`config.mk`:
```
export PLATFORM = sky130hd
export DESIGN_NAME = rx_frame_ctrl
export DESIGN_NICKNAME = d
export VERILOG_FILES = /design/src/rtl/rx_frame_ctrl.sv
export SDC_FILE = /design/constraint.sdc
export NUM_CORES = 1
export LEC_CHECK = 0
export ABC_AREA = 1
export CORE_ASPECT_RATIO = 1.2
export CORE_UTILIZATION = 40
export CTS_CLUSTER_SIZE = 10
export DETAILED_ROUTE_END_ITERATION = 8
export GPL_TIMING_DRIVEN = 0
export PLACE_DENSITY = 0.73
export SLEW_MARGIN = 20
export SYNTH_ARGS = -nofsm -noshare
export SYNTH_HDL_FRONTEND = slang
export SYNTH_SLANG_ARGS = --single-unit
```
`constraint.sdc`:
```
create_clock -name clk -period 4.6 [get_ports clk]
set_input_delay 0.92 -clock clk [delete_from_list [all_inputs] [get_ports clk]]
set_output_delay 0.92 -clock clk [all_outputs]
set_load 0.02 [all_outputs]
```
`src/rtl/rx_frame_ctrl.sv`:
```
// rx_frame_ctrl
//   Sequencer between the UART byte receiver and the 8-byte word packer.
//   Waits for SYNC_BYTE, forwards the next 8 bytes to the packer, captures
//   the packer's 64-bit word and offers it downstream with valid/ready.
//   Inter-byte or packer stalls abort the frame and flush the packer.
//
// Ports
//   clk, rst          clock (rising edge), asynchronous active-high reset
//   dato, rx_flat     byte from UART receiver and its 1-cycle strobe
//   pk_dato           registered byte to packer
//   pk_rx_flat        1-cycle strobe to packer
//   pk_rst_n          active-low packer reset (low while flushing)
//   pk_data, pk_flat  assembled word from packer and its strobe
//   word_data         captured word, frozen while word_valid=1
//   word_valid        word offered downstream
//   word_ready        downstream accept
//   busy              FSM not idle
//   err_timeout       1-cycle pulse: frame aborted
//   err_overrun       1-cycle pulse: byte dropped or stray pk_flat
//   drop_cnt          aborted-frame count, saturating at 255
module rx_frame_ctrl #(
    parameter logic [7:0]  SYNC_BYTE   = 8'hA5,
    parameter int unsigned TIMEOUT_CYC = 1024,
    parameter int unsigned PK_WAIT_CYC = 4,
    parameter int unsigned FLUSH_CYC   = 2
) (
    input  logic        clk,
    input  logic        rst,
    input  logic [7:0]  dato,
    input  logic        rx_flat,
    output logic [7:0]  pk_dato,
    output logic        pk_rx_flat,
    output logic        pk_rst_n,
    input  logic [63:0] pk_data,
    input  logic        pk_flat,
    output logic [63:0] word_data,
    output logic        word_valid,
    input  logic        word_ready,
    output logic        busy,
    output logic        err_timeout,
    output logic        err_overrun,
    output logic [7:0]  drop_cnt
);

    localparam int unsigned TMO_W = $clog2(TIMEOUT_CYC);
    localparam int unsigned PKW_W = $clog2(PK_WAIT_CYC);
    localparam int unsigned FL_W  = $clog2(FLUSH_CYC + 1);

    localparam logic [TMO_W-1:0] TMO_LAST = TMO_W'(TIMEOUT_CYC - 1);
    localparam logic [PKW_W-1:0] PKW_LAST = PKW_W'(PK_WAIT_CYC - 1);
    localparam logic [FL_W-1:0]  FL_LAST  = FL_W'(FLUSH_CYC - 1);

    typedef enum logic [2:0] {
        ST_FLUSH,
        ST_IDLE,
        ST_FWD,
        ST_WAIT_PK,
        ST_HOLD
    } state_t;

    state_t           state_q, state_d;
    logic [2:0]       byte_cnt_q, byte_cnt_d;
    logic [TMO_W-1:0] tmo_q, tmo_d;
    logic [PKW_W-1:0] pkw_q, pkw_d;
    logic [FL_W-1:0]  fl_q, fl_d;

    logic [7:0]  pk_dato_d;
    logic        pk_rx_flat_d;
    logic        pk_rst_n_d;
    logic [63:0] word_data_d;
    logic        word_valid_d;
    logic        err_timeout_d;
    logic        err_overrun_d;
    logic [7:0]  drop_cnt_d;
    logic        abort;

    assign busy = (state_q != ST_IDLE);

    always_comb begin
        state_d       = state_q;
        byte_cnt_d    = byte_cnt_q;
        tmo_d         = tmo_q;
        pkw_d         = pkw_q;
        fl_d          = fl_q;
        pk_dato_d     = pk_dato;
        pk_rx_flat_d  = 1'b0;
        word_data_d   = word_data;
        word_valid_d  = word_valid;
        err_timeout_d = 1'b0;
        err_overrun_d = 1'b0;
        drop_cnt_d    = drop_cnt;
        abort         = 1'b0;

        // A packer word is only expected while waiting for it.
        if (pk_flat && (state_q != ST_WAIT_PK)) begin
            err_overrun_d = 1'b1;
        end

        unique case (state_q)
            ST_FLUSH: begin
                if (fl_q == FL_LAST) begin
                    state_d = ST_IDLE;
                end else begin
                    fl_d = fl_q + 1'b1;
                end
            end
            ST_IDLE: begin
                if (rx_flat && (dato == SYNC_BYTE)) begin
                    state_d    = ST_FWD;
                    byte_cnt_d = '0;
                    tmo_d      = '0;
                end
            end
            ST_FWD: begin
                if (rx_flat) begin
                    pk_dato_d    = dato;
                    pk_rx_flat_d = 1'b1;
                    byte_cnt_d   = byte_cnt_q + 1'b1;
                    tmo_d        = '0;
                    if (byte_cnt_q == 3'd7) begin
                        state_d = ST_WAIT_PK;
                        pkw_d   = '0;
                    end
                end else if (tmo_q == TMO_LAST) begin
                    abort = 1'b1;
                end else begin
                    tmo_d = tmo_q + 1'b1;
                end
            end
            ST_WAIT_PK: begin
                if (rx_flat) begin
                    err_overrun_d = 1'b1;
                end
                if (pk_flat) begin
                    word_data_d  = pk_data;
                    word_valid_d = 1'b1;
                    state_d      = ST_HOLD;
                end else if (pkw_q == PKW_LAST) begin
                    abort = 1'b1;
                end else begin
                    pkw_d = pkw_q + 1'b1;
                end
            end
            ST_HOLD: begin
                // A byte arriving in the accept cycle is still dropped.
                if (rx_flat) begin
                    err_overrun_d = 1'b1;
                end
                if (word_ready) begin
                    word_valid_d = 1'b0;
                    state_d      = ST_IDLE;
                end
            end
            default: begin
                state_d = ST_FLUSH;
                fl_d    = '0;
            end
        endcase

        if (abort) begin
            state_d       = ST_FLUSH;
            fl_d          = '0;
            err_timeout_d = 1'b1;
            if (drop_cnt != 8'hFF) begin
                drop_cnt_d = drop_cnt + 8'd1;
            end
        end

        // Derived from the next state so the packer reset drops on the same
        // edge that enters FLUSH and rises on the edge that leaves it.
        pk_rst_n_d = (state_d != ST_FLUSH);
    end

    always_ff @(posedge clk or posedge rst) begin
        if (rst) begin
            state_q     <= ST_FLUSH;
            byte_cnt_q  <= '0;
            tmo_q       <= '0;
            pkw_q       <= '0;
            fl_q        <= '0;
            pk_dato     <= '0;
            pk_rx_flat  <= 1'b0;
            pk_rst_n    <= 1'b0;
            word_data   <= '0;
            word_valid  <= 1'b0;
            err_timeout <= 1'b0;
            err_overrun <= 1'b0;
            drop_cnt    <= '0;
        end else begin
            state_q     <= state_d;
            byte_cnt_q  <= byte_cnt_d;
            tmo_q       <= tmo_d;
            pkw_q       <= pkw_d;
            fl_q        <= fl_d;
            pk_dato     <= pk_dato_d;
            pk_rx_flat  <= pk_rx_flat_d;
            pk_rst_n    <= pk_rst_n_d;
            word_data   <= word_data_d;
            word_valid  <= word_valid_d;
            err_timeout <= err_timeout_d;
            err_overrun <= err_overrun_d;
            drop_cnt    <= drop_cnt_d;
        end
    end

endmodule

```
# Yosys cells after proc, flatten, opt, wreduce, memory -nomap -nowiden
# Index checks and enable logic that the tools add are counted.
[op_classes]
n_mux = 37
n_addsub = 5
eq_ne = 22
n_reduce_logical = 17
[ops]
columns = ["operator", "n"]
rows = [
  ["2-to-1 mux 10 bit", 3],
  ["2-to-1 mux 3 bit", 9],
  ["one-hot mux 10 bit (2 select lines)", 1],
  ["one-hot mux 3 bit (5 select lines)", 1],
  ["!= test 2 bit (second input constant)", 7],
  ["2-to-1 mux 1 bit", 12],
  ["2-to-1 mux 2 bit", 6],
  ["adder 10 x 1 -> 10 bit (second input constant)", 1],
  ["== test 10 bit (second input constant)", 1],
  ["AND reduction 3 bit", 3],
  ["adder 8 x 1 -> 8 bit (second input constant)", 1],
  ["== test 8 bit (second input constant)", 1],
  ["!= test 8 bit (second input constant)", 1],
  ["one-hot mux 2 bit (2 select lines)", 2],
  ["AND reduction 2 bit", 4],
  ["== test 3 x 2 -> 1 bit (second input constant)", 2],
  ["== test 3 bit (second input constant)", 2],
  ["!= test 3 bit (second input constant)", 2],
  ["one-hot mux 3 bit (2 select lines)", 1],
  ["nonzero test 2 bit", 3],
  ["AND reduction 5 bit", 1],
  ["adder 2 x 1 -> 2 bit (second input constant)", 2],
  ["one-hot mux 1 bit (2 select lines)", 2],
  ["OR reduction 4 bit", 1],
  ["other kinds (11)", 12],
]
[word_totals]
inputBits = 77
out_inout_bits = 86
ff_bits = 105

# Logic depth before layout (Yosys ltp)
[logic_depth]
depth_word = 6
ltp_mapped = 11
depth_no_buf = 10

# Worst setup path after synthesis
# Ideal clock, no wire load.
[synth_timing]
kind = "input port to flip-flop"
start = "input dato[3]"
end = "register tmo_q[2]"
setup_time_ns = 0.123
cell_stages = 7
setup_slack_ns = 2.803
t_arrival_ns = 1.673
cell_sequence = "nor3_1 nand3_1 nand2_1 nand2_2 buf_6 nand2_1 o21ai_1"
[synth_between]
elab_chain_len = 4
[synth_rtl]
columns = ["item", "line_no", "rtl"]
rows = [
  ["from (decl)", "29", "input logic [7:0] dato,"],
  ["== test 8 bit", "108", "if (rx_flat && (dato == SYNC_BYTE)) begin"],
  ["logical AND 1 bit", "108", ""],
  ["!= test 2 bit (no source line)", "-", ""],
  ["AND reduction 3 bit (no source line)", "-", ""],
  ["to (signal assigned)", "192", "tmo_q <= tmo_d;"],
  ["to (decl)", "63", "logic [TMO_W-1:0] tmo_q, tmo_d;"],
]
# Every way passes these cells.
# A chain may end at the register's enable or synchronous reset.

# Final worst setup path
[layout_timing]
start = "register state_q[1]"
end = "output busy"
[layout_between]
elab_chain_len = 1
[layout_rtl]
columns = ["item", "line_no", "rtl"]
rows = [
  ["from (decl)", "61", "state_t state_q, state_d;"],
  ["from (signal assigned)", "190", "state_q <= state_d;"],
  ["!= test 3 x 1 -> 1 bit", "77", "assign busy = (state_q != ST_IDLE);"],
  ["to (decl)", "39", "output logic busy,"],
]
# Every way passes these cells.

==> results.txt <==
----------------------------------------------------
[Worst setup path]
  Element type at the critical path end ... primary output
  Required time of the worst setup path ... 3680 ps
  CP max FO ... 4
  Cells along the critical path ... nor3_2 -> inv_1 -> clkdlybuf4s50_1
  Category of the critical setup timing path ... reg -> out
  Slowest stage cell on the critical path ... clkdlybuf4s50_1
  Critical path's top delay family ... buffers and inverters
  Number of buffers and inverters on the critical path ... 2
  Delay contributed by the slowest stage of the critical path ... 540 ps
  Critical path launch point type ... flip-flop
  Endpoint arrival time on the critical path ... 1750 ps

[Synthesis]
  Cell area after technology mapping ... 0.00459 mm2
  Post-Syn Nets ... 629
  Yosys reg bits ... 105
  Most area-consuming cells after synthesis ... dfrtp_1, nand2_1, inv_1
  Post-synthesis cell type count ... 32
  Cell type with the highest aggregate area in the netlist ... dfrtp_1
  Top_reg_cell synth ... dfrtp_1
  Synthesized instance count ... 546
  Yosys warning count ... 0
  Most common cell in the synthesized netlist ... nand2_1
  Share of the yosys chip area belonging to registers ... 57.2%
  Async SR Flop Fraction ... 100%
  Portion of synthesized cell area occupied by the leading cell type ... 57.2%
  Most common library cells after synthesis ... nand2_1, dfrtp_1, inv_1, nor2_1, nand3_1
  Average cell area after synthesis ... 8.41 um2
  Post-synth EDFFs ... 0

[Floorplan]
  I/O Pins ... 163
  Die footprint ... 0.0119 mm2
  Area of the core region ... 0.0111 mm2
  Vertical extent of the die ... 119 um
  Effective utilization at floorplan ... 41.4%
  Die boundary width ... 99.8 um
  Site Rows ... 42

[Pwr]
  Worst vdd ir ... 0.289 mV
  Static Leak ... 3.31 nW
  Post-route total power ... 3.38 mW
  Power per unit of standard cell area ... 501 mW/mm2

[Clocking]
  CTS sink cnt ... 105
  Library cell used as clock root buffer ... clkbuf_16
  H-Tree Depth ... 3
  Hold Buf Count CTS ... 0
  CTS tree ... built
  Post-CTS clock slew at the launch and capture registers of the worst setup and hold paths ... 70 ps
  Postcts setup bufs ... 0
  Total clock buffers created by CTS ... 9
  Latest clock arrival within the worst-skew pair ... 340 ps
  Cells resized by post-CTS repair ... 0
  Deepest clock path buffer count ... 2

[Final layout]
  Antenna diode instance count ... 0
  Area growth from synthesis to final layout ... 47.2%
  Summed area of non-filler cells in the final layout ... 0.00676 mm2
  Ratio of cells with drive above 1 in the final layout ... 7.17%
  Layout filler cell count ... 982
  Post-layout net count ... 803
  Post-layout instance count excluding filler cells ... 879

[Timing]
  Final setup viols ... 0
  Hold slack ... 467 ps
  Transition time at the pin with the least slew margin ... 440 ps
  Worst clock skew on the final layout ... 8.47 ps
  Max Freq ... 375 MHz
  Rel. slew slack ... 70.7%
  Fin. Hold Viols ... 0
  Final cycle utilization of the critical path ... 58.0%
  Max-slew violations ... 0
  Setup repair after global routing missed its margin ... no
  Final worst path period need ... 2670 ps

[Drt]
  Routed wirelength normalized by instance count ... 13.0 um
  Vias per std cell ... 4.63
  Vias ... 4067
  Antenna Nets Post-Route ... 0
  Total wire length ... 11.4 mm
  DRC ... 0
  Pre-antenna DRT Iters ... 4
  Iteration-0 DRC Markers ... 149

[Global route]
  First-pass GRT wire length ... 19.2 mm
  All-layer global routing usage ... 20.3%
  Number of global-route vias before repair ... 4137
  Initial antenna violation count ... 0
  Total overflow reported by the global router ... 0
  Pin count of the biggest net entering global routing ... 65

[Placed design]
  Routability congestion estimate ... 0.805
  Placed wire-length estimate after detailed placement ... 8.70 mm
  Total cell area at the placement stage ... 0.00644 mm2
  Number of cells after detailed placement ... 863
  Port-buffer cells ... 162

[Status]
  Status ... completed

[Hold path]
  Path type of the worst min-delay path ... reg -> reg

[Run]
  Max-capacitance violation count ... 0

----------------------------------------------------
## cell families after synthesis
family	count (synthesis)	synth area share, %
flops	105	57.2
xor+xnor	7	1.33
fa+ha+maj	6	1.63
buf+inv	50	5.20
compound gates	27	3.43
simple gates	351	31.2
## flip-flops by register name (all words and copies together), names as in the netlist, 2 cells and up
signal and count:
byte_cnt_q 3, drop_cnt 8, fl_q 2, pk_dato 8, pkw_q 2, state_q 3, tmo_q 10, word_data 64
## final timing paths
path	start	endpoint	slack [ps]	cells past startpoint
worst max-delay path	state_q[1]$_DFF_PP0_	busy	1930	3
worst min-delay path	word_data[46]$_DFFE_PP0P_	word_data[46]$_DFFE_PP0P_	470	2
worst max register to register	tmo_q[0]$_DFFE_PP0P_	drop_cnt[5]$_DFFE_PP0P_	2850	11
worst min register to register	word_data[46]$_DFFE_PP0P_	word_data[46]$_DFFE_PP0P_	470	2
max in group asynchronous	rst	pk_rst_n$_DFF_PP0_	3000	3
min in group asynchronous	rst	word_data[13]$_DFFE_PP0P_	960	2
## final cells by class
type | count | area, um2 | area share (%)
buffer | 18 | 119 | 1.76
inverter | 32 | 125 | 1.85
timing repair buffer | 163 | 1650 | 24.4
clock inverter | 6 | 90.1 | 1.33
clock buffer | 10 | 229 | 3.39
multi-input combinational | 391 | 1730 | 25.5
sequential | 105 | 2630 | 38.9
tap | 154 | 193 | 2.85
## where the power goes
part / internal (mW) / switching (mW)
sequential: 1.19 / 0.155
combinational: 0.590 / 0.632
clock: 0.480 / 0.339
## routing by layer
metal / vias up / global-route usage [%] / share of wire (%) / wire, um
met2: 92 / 34.9 / 51 / 5860
met1: 1927 / 23.9 / 41 / 4690
met4: 0 / 5.97 / 1.6 / 182
met3: 13 / 6.81 / 6.2 / 709
met5: - / 0 / 0 / 0
li1: 2035 / - / - / -
## metrics by stage
| step | utilization, % | TNS (ps) | worst slack, ps |
|---|---|---|---|
| 2_1_floorplan | - | 0 | 919 |
| 3_3_place_gp | 57.8 | -65770 | -632 |
| 5_1_grt | 61.0 | 0 | 1810 |
| 3_5_place_dp | 58.1 | 0 | 1970 |
| 4_1_cts | 61.0 | 0 | 1920 |
| 6_report | 61.0 | 0 | 1930 |
## cells in the final DEF (no fill, tap or decap)
cell / netlist / layout
nand3b_1: 3 / 3
or2_2: 5 / 5
o21ai_0: 11 / 11
a21oi_1: 3 / 3
buf_2: 8 / 8
o21bai_1: 1 / 1
nor2_2: 1 / 1
clkinv_1: 1 / 1
nor2_1: 21 / 21
buf_16: 0 / 1
nor3_2: 1 / 1
xnor2_1: 3 / 3
nand3_2: 2 / 2
nand2_1: 285 / 285
clkinvlp_4: 0 / 1
o21a_1: 1 / 1
nand2_2: 1 / 1
xor2_1: 4 / 4
inv_2: 3 / 3
nand3_1: 18 / 18
dfrtp_1: 105 / 105
clkbuf_16: 0 / 9
buf_4: 7 / 7
clkdlybuf4s50_1: 0 / 162
o21ai_1: 5 / 5
inv_6: 0 / 3
nand3_4: 1 / 1
nor3_1: 5 / 5
buf_6: 2 / 2
nand4_1: 7 / 7
bufinv_16: 0 / 2
nor2_4: 1 / 1
clkbuf_1: 1 / 2
o22ai_1: 1 / 1
ha_1: 6 / 6
a21o_1: 2 / 2
o21ai_2: 3 / 3
inv_1: 28 / 27
clkinv_2: 0 / 1
## worst register-to-register path, delay by kind of cell, from the launching register on
family / cells / cell delay [ps]
adders and majority gates: 1 / 240
buffers and inverters: 3 / 360
AOI/OAI and AO/OA: 1 / 50
and+or+nand+nor: 6 / 540
DFF: 1 / 440
Note: power is estimated with default switching activity, not from simulation.
